## src/rtl/state_count_pkg.sv

```systemverilog
// state_count_pkg
// Shared definitions for the state_count word sequencer: default parameter
// values, the one-hot state encoding and a small sizing helper.
// No ports (package).
package state_count_pkg;

  localparam int DEPTH_DEF        = 32;
  localparam int ADDR_W_DEF       = 5;
  localparam int WRITE_CYCLES_DEF = 4;
  localparam int FORM_CYCLES_DEF  = 16;

  // One-hot state encoding; bit positions double as state indices.
  localparam int ST_IDLE_BIT  = 0;
  localparam int ST_READ_BIT  = 1;
  localparam int ST_WRITE_BIT = 2;
  localparam int ST_FORM_BIT  = 3;
  localparam int ST_DONE_BIT  = 4;

  typedef enum logic [4:0] {
    ST_IDLE  = 5'b00001 << ST_IDLE_BIT,
    ST_READ  = 5'b00001 << ST_READ_BIT,
    ST_WRITE = 5'b00001 << ST_WRITE_BIT,
    ST_FORM  = 5'b00001 << ST_FORM_BIT,
    ST_DONE  = 5'b00001 << ST_DONE_BIT
  } state_t;

  function automatic int max_int(input int a, input int b);
    return (a > b) ? a : b;
  endfunction

endpackage

```

## src/rtl/state_count_if.sv

```systemverilog
// state_count_if
// Control-side bundle of the state_count sequencer.
//   en_state_count     : count enable from control
//   re/we/forming_writeread : mode selects from control
//   count_add          : current word address (ADDR_W bits)
//   cache/write/forming_count_flag : operation-complete flags
//   mode_err           : only with STATE_COUNT_MODE_CHECK_EN, flags a
//                        multi-mode request seen in IDLE
// Modports: master = control block, slave = state_count.
interface state_count_if
  import state_count_pkg::*;
#(
  parameter int ADDR_W = ADDR_W_DEF
);

  logic              en_state_count;
  logic              re_writeread;
  logic              we_writeread;
  logic              forming_writeread;
  logic [ADDR_W-1:0] count_add;
  logic              cache_count_flag;
  logic              write_count_flag;
  logic              forming_count_flag;
`ifdef STATE_COUNT_MODE_CHECK_EN
  logic              mode_err;
`endif

  modport master (
    output en_state_count,
    output re_writeread,
    output we_writeread,
    output forming_writeread,
    input  count_add,
    input  cache_count_flag,
    input  write_count_flag,
`ifdef STATE_COUNT_MODE_CHECK_EN
    input  mode_err,
`endif
    input  forming_count_flag
  );

  modport slave (
    input  en_state_count,
    input  re_writeread,
    input  we_writeread,
    input  forming_writeread,
    output count_add,
    output cache_count_flag,
    output write_count_flag,
`ifdef STATE_COUNT_MODE_CHECK_EN
    output mode_err,
`endif
    output forming_count_flag
  );

endinterface

```

## src/rtl/state_count_timer.sv

```systemverilog
// count_timer
// Loadable up-counter with a terminal-count compare.
//   clk, rst  : clock, asynchronous active-high reset
//   load      : synchronous load of load_val (wins over inc)
//   load_val  : value loaded on load
//   inc       : count up by one
//   tc_val    : terminal-count value
//   tc        : combinational, high while count == tc_val
module count_timer #(
  parameter int W = 4
) (
  input  logic         clk,
  input  logic         rst,
  input  logic         load,
  input  logic [W-1:0] load_val,
  input  logic         inc,
  input  logic [W-1:0] tc_val,
  output logic         tc
);

  logic [W-1:0] cnt_q;

  always_ff @(posedge clk or posedge rst) begin
    if (rst) begin
      cnt_q <= '0;
    end else if (load) begin
      cnt_q <= load_val;
    end else if (inc) begin
      cnt_q <= cnt_q + 1'b1;
    end
  end

  assign tc = (cnt_q == tc_val);

endmodule

```

## src/rtl/state_count.sv

```systemverilog
// state_count
// Word sequencer for read / write / forming operations. Steps count_add
// through DEPTH words (read: one per clock, write: one per WRITE_CYCLES
// clocks), or times a single FORM_CYCLES forming pulse, then raises the
// matching completion flag and holds it until en_state_count drops.
// Ports:
//   clk : clock, all state on rising edge
//   CE  : asynchronous active-high reset
//   bus : state_count_if.slave (enable, mode selects, count_add, flags)
// Optional feature: define STATE_COUNT_MODE_CHECK_EN to add bus.mode_err,
// a one-clock pulse after an IDLE clock with enable and >1 mode select.
//
// state | meaning
// IDLE  | waiting for enable + mode; count_add and timer held at 0
// READ  | count_add +1 per clock up to DEPTH-1
// WRITE | timer runs WRITE_CYCLES per word, count_add +1 per timer wrap
// FORM  | count_add held 0, timer runs FORM_CYCLES
// DONE  | completion flag and final count_add held until enable drops
module state_count
  import state_count_pkg::*;
#(
  parameter int DEPTH        = DEPTH_DEF,
  parameter int ADDR_W       = ADDR_W_DEF,
  parameter int WRITE_CYCLES = WRITE_CYCLES_DEF,
  parameter int FORM_CYCLES  = FORM_CYCLES_DEF
) (
  input logic         clk,
  input logic         CE,
  state_count_if.slave bus
);

  localparam int TIMER_W = $clog2(max_int(WRITE_CYCLES, FORM_CYCLES) + 1);

  localparam logic [ADDR_W-1:0]  LAST_ADDR = ADDR_W'(DEPTH - 1);
  localparam logic [TIMER_W-1:0] WR_LAST   = TIMER_W'(WRITE_CYCLES - 1);
  localparam logic [TIMER_W-1:0] FM_LAST   = TIMER_W'(FORM_CYCLES - 1);

  state_t            state_q, state_d;
  logic [ADDR_W-1:0] count_q, count_d;
  logic              cache_q, cache_d;
  logic              write_q, write_d;
  logic              form_q,  form_d;

  logic               timer_load;
  logic               timer_inc;
  logic [TIMER_W-1:0] timer_tc_val;
  logic               timer_tc;

  logic en;
  logic multi_mode;

  assign en         = bus.en_state_count;
  assign multi_mode = (bus.re_writeread & bus.we_writeread) |
                      (bus.re_writeread & bus.forming_writeread) |
                      (bus.we_writeread & bus.forming_writeread);

  count_timer #(
    .W (TIMER_W)
  ) u_timer (
    .clk      (clk),
    .rst      (CE),
    .load     (timer_load),
    .load_val ('0),
    .inc      (timer_inc),
    .tc_val   (timer_tc_val),
    .tc       (timer_tc)
  );

  always_ff @(posedge clk or posedge CE) begin
    if (CE) begin
      state_q <= ST_IDLE;
      count_q <= '0;
      cache_q <= 1'b0;
      write_q <= 1'b0;
      form_q  <= 1'b0;
    end else begin
      state_q <= state_d;
      count_q <= count_d;
      cache_q <= cache_d;
      write_q <= write_d;
      form_q  <= form_d;
    end
  end

  always_comb begin
    state_d      = state_q;
    count_d      = count_q;
    cache_d      = cache_q;
    write_d      = write_q;
    form_d       = form_q;
    timer_load   = 1'b0;
    timer_inc    = 1'b0;
    timer_tc_val = WR_LAST;

    unique case (state_q)
      ST_IDLE: begin
        count_d    = '0;
        cache_d    = 1'b0;
        write_d    = 1'b0;
        form_d     = 1'b0;
        timer_load = 1'b1;
        // Priority forming > write > read when several selects are high.
        if (en) begin
          if (bus.forming_writeread)  state_d = ST_FORM;
          else if (bus.we_writeread)  state_d = ST_WRITE;
          else if (bus.re_writeread)  state_d = ST_READ;
        end
      end

      ST_READ: begin
        if (!en) begin
          state_d    = ST_IDLE;
          count_d    = '0;
          timer_load = 1'b1;
        end else if (count_q == LAST_ADDR) begin
          state_d = ST_DONE;
          cache_d = 1'b1;
        end else begin
          count_d = count_q + 1'b1;
        end
      end

      ST_WRITE: begin
        timer_tc_val = WR_LAST;
        if (!en) begin
          state_d    = ST_IDLE;
          count_d    = '0;
          timer_load = 1'b1;
        end else if (timer_tc) begin
          // Timer wrap ends one word; the last word ends the operation
          // instead of advancing, so count_add stops at DEPTH-1.
          timer_load = 1'b1;
          if (count_q == LAST_ADDR) begin
            state_d = ST_DONE;
            write_d = 1'b1;
          end else begin
            count_d = count_q + 1'b1;
          end
        end else begin
          timer_inc = 1'b1;
        end
      end

      ST_FORM: begin
        timer_tc_val = FM_LAST;
        count_d      = '0;
        if (!en) begin
          state_d    = ST_IDLE;
          timer_load = 1'b1;
        end else if (timer_tc) begin
          state_d    = ST_DONE;
          form_d     = 1'b1;
          timer_load = 1'b1;
        end else begin
          timer_inc = 1'b1;
        end
      end

      ST_DONE: begin
        timer_load = 1'b1;
        if (!en) begin
          state_d = ST_IDLE;
          count_d = '0;
          cache_d = 1'b0;
          write_d = 1'b0;
          form_d  = 1'b0;
        end
      end

      default: begin
        state_d    = ST_IDLE;
        count_d    = '0;
        cache_d    = 1'b0;
        write_d    = 1'b0;
        form_d     = 1'b0;
        timer_load = 1'b1;
      end
    endcase
  end

  assign bus.count_add          = count_q;
  assign bus.cache_count_flag   = cache_q;
  assign bus.write_count_flag   = write_q;
  assign bus.forming_count_flag = form_q;

`ifdef STATE_COUNT_MODE_CHECK_EN
  logic mode_err_q;

  always_ff @(posedge clk or posedge CE) begin
    if (CE) begin
      mode_err_q <= 1'b0;
    end else begin
      mode_err_q <= (state_q == ST_IDLE) && en && multi_mode;
    end
  end

  assign bus.mode_err = mode_err_q;
`else
  // Without the check the selects resolve by priority alone.
  logic unused_multi_mode;
  assign unused_multi_mode = multi_mode;
`endif

endmodule

```

## src/flat_wrapper.sv

```systemverilog
// flat-port wrapper written by rule: the top's interface ports become plain ports
module state_count_flat import state_count_pkg::*;
#(
  parameter int DEPTH        = DEPTH_DEF,
  parameter int ADDR_W       = ADDR_W_DEF,
  parameter int WRITE_CYCLES = WRITE_CYCLES_DEF,
  parameter int FORM_CYCLES  = FORM_CYCLES_DEF
)
  (clk, CE, bus_en_state_count, bus_re_writeread, bus_we_writeread, bus_forming_writeread, bus_count_add, bus_cache_count_flag, bus_write_count_flag, bus_forming_count_flag);
  state_count_if #(.ADDR_W(ADDR_W)) bus_i ();
  input logic clk;
  input logic CE;
  input wire logic [$bits(bus_i.en_state_count)-1:0] bus_en_state_count;
  input wire logic [$bits(bus_i.re_writeread)-1:0] bus_re_writeread;
  input wire logic [$bits(bus_i.we_writeread)-1:0] bus_we_writeread;
  input wire logic [$bits(bus_i.forming_writeread)-1:0] bus_forming_writeread;
  output wire logic [$bits(bus_i.count_add)-1:0] bus_count_add;
  output wire logic [$bits(bus_i.cache_count_flag)-1:0] bus_cache_count_flag;
  output wire logic [$bits(bus_i.write_count_flag)-1:0] bus_write_count_flag;
  output wire logic [$bits(bus_i.forming_count_flag)-1:0] bus_forming_count_flag;
  assign bus_i.en_state_count = bus_en_state_count;
  assign bus_i.re_writeread = bus_re_writeread;
  assign bus_i.we_writeread = bus_we_writeread;
  assign bus_i.forming_writeread = bus_forming_writeread;
  assign bus_count_add = bus_i.count_add;
  assign bus_cache_count_flag = bus_i.cache_count_flag;
  assign bus_write_count_flag = bus_i.write_count_flag;
  assign bus_forming_count_flag = bus_i.forming_count_flag;
  state_count #(.DEPTH(DEPTH), .ADDR_W(ADDR_W), .WRITE_CYCLES(WRITE_CYCLES), .FORM_CYCLES(FORM_CYCLES)) u_core (.clk(clk), .CE(CE), .bus(bus_i));
endmodule
```

## config.mk

```make
export PLATFORM = sky130hd
export DESIGN_NAME = state_count_flat
export DESIGN_NICKNAME = d
export VERILOG_FILES = /design/src/rtl/state_count_pkg.sv /design/src/rtl/state_count_if.sv /design/src/rtl/state_count_timer.sv /design/src/rtl/state_count.sv /design/src/flat_wrapper.sv
export SDC_FILE = /design/constraint.sdc
export NUM_CORES = 1
export LEC_CHECK = 0
export ABC_CLOCK_PERIOD_IN_PS = 3520
export BUFFER_PORTS_ARGS = -buffer_cell sky130_fd_sc_hd__buf_2
export CORE_ASPECT_RATIO = 1.5
export CORE_MARGIN = 4
export CORE_UTILIZATION = 59
export CTS_BUF_LIST = sky130_fd_sc_hd__clkbuf_8
export DETAILED_ROUTE_END_ITERATION = 10
export HOLD_SLACK_MARGIN = 0.12
export PLACE_DENSITY = 0.8
export REMOVE_ABC_BUFFERS = 1
export SYNTH_ARGS = -nofsm -noshare
export SYNTH_HDL_FRONTEND = slang
export SYNTH_HIERARCHICAL = 1
export SYNTH_SLANG_ARGS = --single-unit
export TNS_END_PERCENT = 30
```

## constraint.sdc

```tcl
create_clock -name clk -period 3.52 [get_ports clk]
set_input_delay 0.176 -clock clk [delete_from_list [all_inputs] [get_ports clk]]
set_output_delay 0.176 -clock clk [all_outputs]
set_load 0.01 [all_outputs]
```

==> run metrics <==
status=complete, no violations; Total Wirelength=approximately 2.6 mm; dpl ws=0.348 ns; # IOs=14; first drt pass iteration count=4; number of enable flip-flop cells after synthesis=0; Max Fanout on Critical Path=10; setup_tns=0 ns; WL/cell=15.3 um; ANT cells=0; final worst slack=0.305 ns; area delta synth->final=11.7%; total gr overflow=0; crit end category=register; clock buffer count from CTS=3; via/cell ratio=5.90; Clk Latency, worst-skew pair=roughly 0.25 ns; row cnt=20; TritonCTS clock tree=done; Slew headroom=64.9%; synthesized instance count=roughly 130; total of max-cap violations=0; CP startpoint kind=register; CTS sink cnt=18; reg-to-reg startpoint=u_core/state_q[1]$_DFFE_PP0P_; Synth async-reset ratio=between 90% and 100%; via count=around 990; Placed Area=1330 sq um; CP arrival=roughly 3.4 ns; fraction of layout cells with a size suffix above 1=23.4%; Slew Viols, Final=0; fin crit period=3.22 ns; CP Launch Point=u_core/state_q[1]$_DFFE_PP0P_; final setup fails=0; RSZ-0062 raised after global routing=false; hpwl dp=1.93 mm; Core Area=2030 sq um; CTS clk-pin slew, worst paths=0.07 ns; Die Span Y=about 64 um; Synth Cell Area=between 1000 and 1500 sq um; Syn Area/Cell=~9.9 sq um; # Post-CTS Setup Buffers=0; WP data required=3.66 ns; fin area=around 1400 sq um; Hold Fails Final Rpt=0; Placed Cells=162; DRC violations left=0; die width=between 40 and 50 um; Max VDD drop=649 uV; number of global-route vias before repair=1084; post-route clock period utilization=91.3%; register area share after synthesis=36.1%; largest net degree at the start of global routing=14; Worst-Margin Slew=0.526 ns; worst hold path type=in2reg; H-Tree Depth=1; number of synthesized register bits=18; full die area=2940 sq um; Initial DRC Count=38; total chip power=964 uW; dominant synthesized flop cell=dfrtp_1; Power Dens Cells=689 nW/um^2; first-pass GRT wire length=4.55 mm; Pleak=0.674 nW; Starting Density=about three fifths; final core utilization=a little under 70%; Total Routing Usage GR=20.8%; IO buf count=13; final-stage net count=~160; GPL Wtd Cong=0.867; Root Buffer=clkbuf_8; hold path start=bus_forming_writeread; Final Skew=0.00493 ns; Max Freq=~310 MHz; distinct cell type count after synthesis=53; Worst Hold Margin=0.218 ns; initial antenna violation count=0; Final Non-Filler Cells=about 170; kind of critical path=reg2reg; Yosys Warn Count=6; post-route ant nets=0; Max Buffers Root-to-Sink=2
-- path summary, 6_finish.rpt --
| check | slack, ns | cells past startpoint | to |
|---|---|---|---|
| worst max-delay path | 0.30 | 9 | u_core/state_q[1]$_DFFE_PP0P_ |
| worst min-delay path | 0.22 | 2 | u_core/state_q[3]$_DFFE_PP0P_ |
| max in group asynchronous | 2.66 | 3 | u_core/state_q[0]$_DFFE_PP1P_ |
| worst min register to register | 0.51 | 2 | u_core/bus.forming_count_flag$_DFFE_PP0P_ |
| worst max register to register | 0.30 | 9 | u_core/state_q[1]$_DFFE_PP0P_ |
| min in group asynchronous | 0.36 | 3 | u_core/u_timer/cnt_q[0]$_DFFE_PP0P_ |
-- synth_stat cells, drive strengths merged, types with 3 or more instances --
| cell | n | area (sq um) |
|---|---|---|
| a22o | 4 | 35.0 |
| nor3 | 5 | 41.3 |
| o21ai | 7 | 35.0 |
| nor2 | 5 | 18.8 |
| nor2b | 3 | 26.3 |
| ha | 3 | 37.5 |
| buf | 5 | 33.8 |
| or3 | 3 | 23.8 |
| xor2 | 6 | 52.6 |
| nand3 | 3 | 15.0 |
| nor3b | 3 | 27.5 |
| xnor2 | 6 | 60.1 |
| inv | 6 | 22.5 |
| a21oi | 3 | 15.0 |
| mux2 | 4 | 45.0 |
| nand2 | 8 | 30.0 |
| dfrtp | 17 | 425 |
-- timing repair --
item	4_1_cts	5_1_grt
hold buffers	1	0
endpoints found under the hold margin	17	0
gates resized for setup	0	0
-- layout make-up --
| type | instances | area, sq um |
|---|---|---|
| inverter | 6 | 22.5 |
| fill | 174 | 628 |
| multi-input combinational | 102 | 759 |
| clock buffer | 4 | 55.1 |
| timing repair buffer | 15 | 82.6 |
| sequential | 18 | 452 |
| tap | 22 | 27.5 |
-- kinds of logic (layout without fill, tap and decap cells) --
group,Yosys count,after routing,share of synthesized area (%)
compound gates,23,23,13.3
buf+inv,13,25,5.09
fa+ha+maj,3,3,3.00
xor+xnor,12,12,8.99
mux,6,6,5.19
simple gates,50,50,27.8
other cells,2,8,0.600
flops,18,18,36.1
-- critical path, cell delays in order (launching register included) --
cell and delay [ns]:
dfrtp_1 0.50, or3_1 0.44, nor3b_2 0.38, xnor2_1 0.16
nand3_1 0.09, nor3_1 0.31, nor2b_1 0.11, and3_1 0.28
nor4_2 0.44, mux2_1 0.37
-- routing by layer --
layer  up-vias  part of all wire, %  GRT usage, %
met4         0                  1.4          9.52
met2        23                   57          39.2
met5         -                    0             0
li1        482                    -             -
met3         4                  4.2          2.78
met1       476                   37          20.9
-- flip-flops by register name, indices dropped and copies added, names as in the netlist --
signal / cells
u_core/state_q: 5
u_core/bus.write_count_flag: 1
u_core/bus.count_add: 5
u_core/bus.cache_count_flag: 1
u_core/u_timer/cnt_q: 5
u_core/bus.forming_count_flag: 1
-- layout by cell type (no fill, tap or decap), drive strengths merged, types with 2 or more instances in the layout --
cell     instances
dfrtp           17
nor3             5
or2              2
a22o             4
a21o             2
buf             14
nand4            2
mux2i            2
nand2            8
conb             8
nor3b            3
nand3b           2
xor2             6
or4b             2
nor2             5
a21oi            3
ha               3
or3              3
xnor2            6
mux2             4
and3             2
nand3            3
o21ai            7
or3b             2
inv              6
nand2b           2
clkbuf           4
nor2b            3
nand4bb          2
-- power breakdown --
part | internal [mW] | switching, mW
registers | 0.257 | 0.0917
logic | 0.215 | 0.232
clock network | 0.0993 | 0.0691
total | 0.572 | 0.393
(Power assumes the default switching activity.)
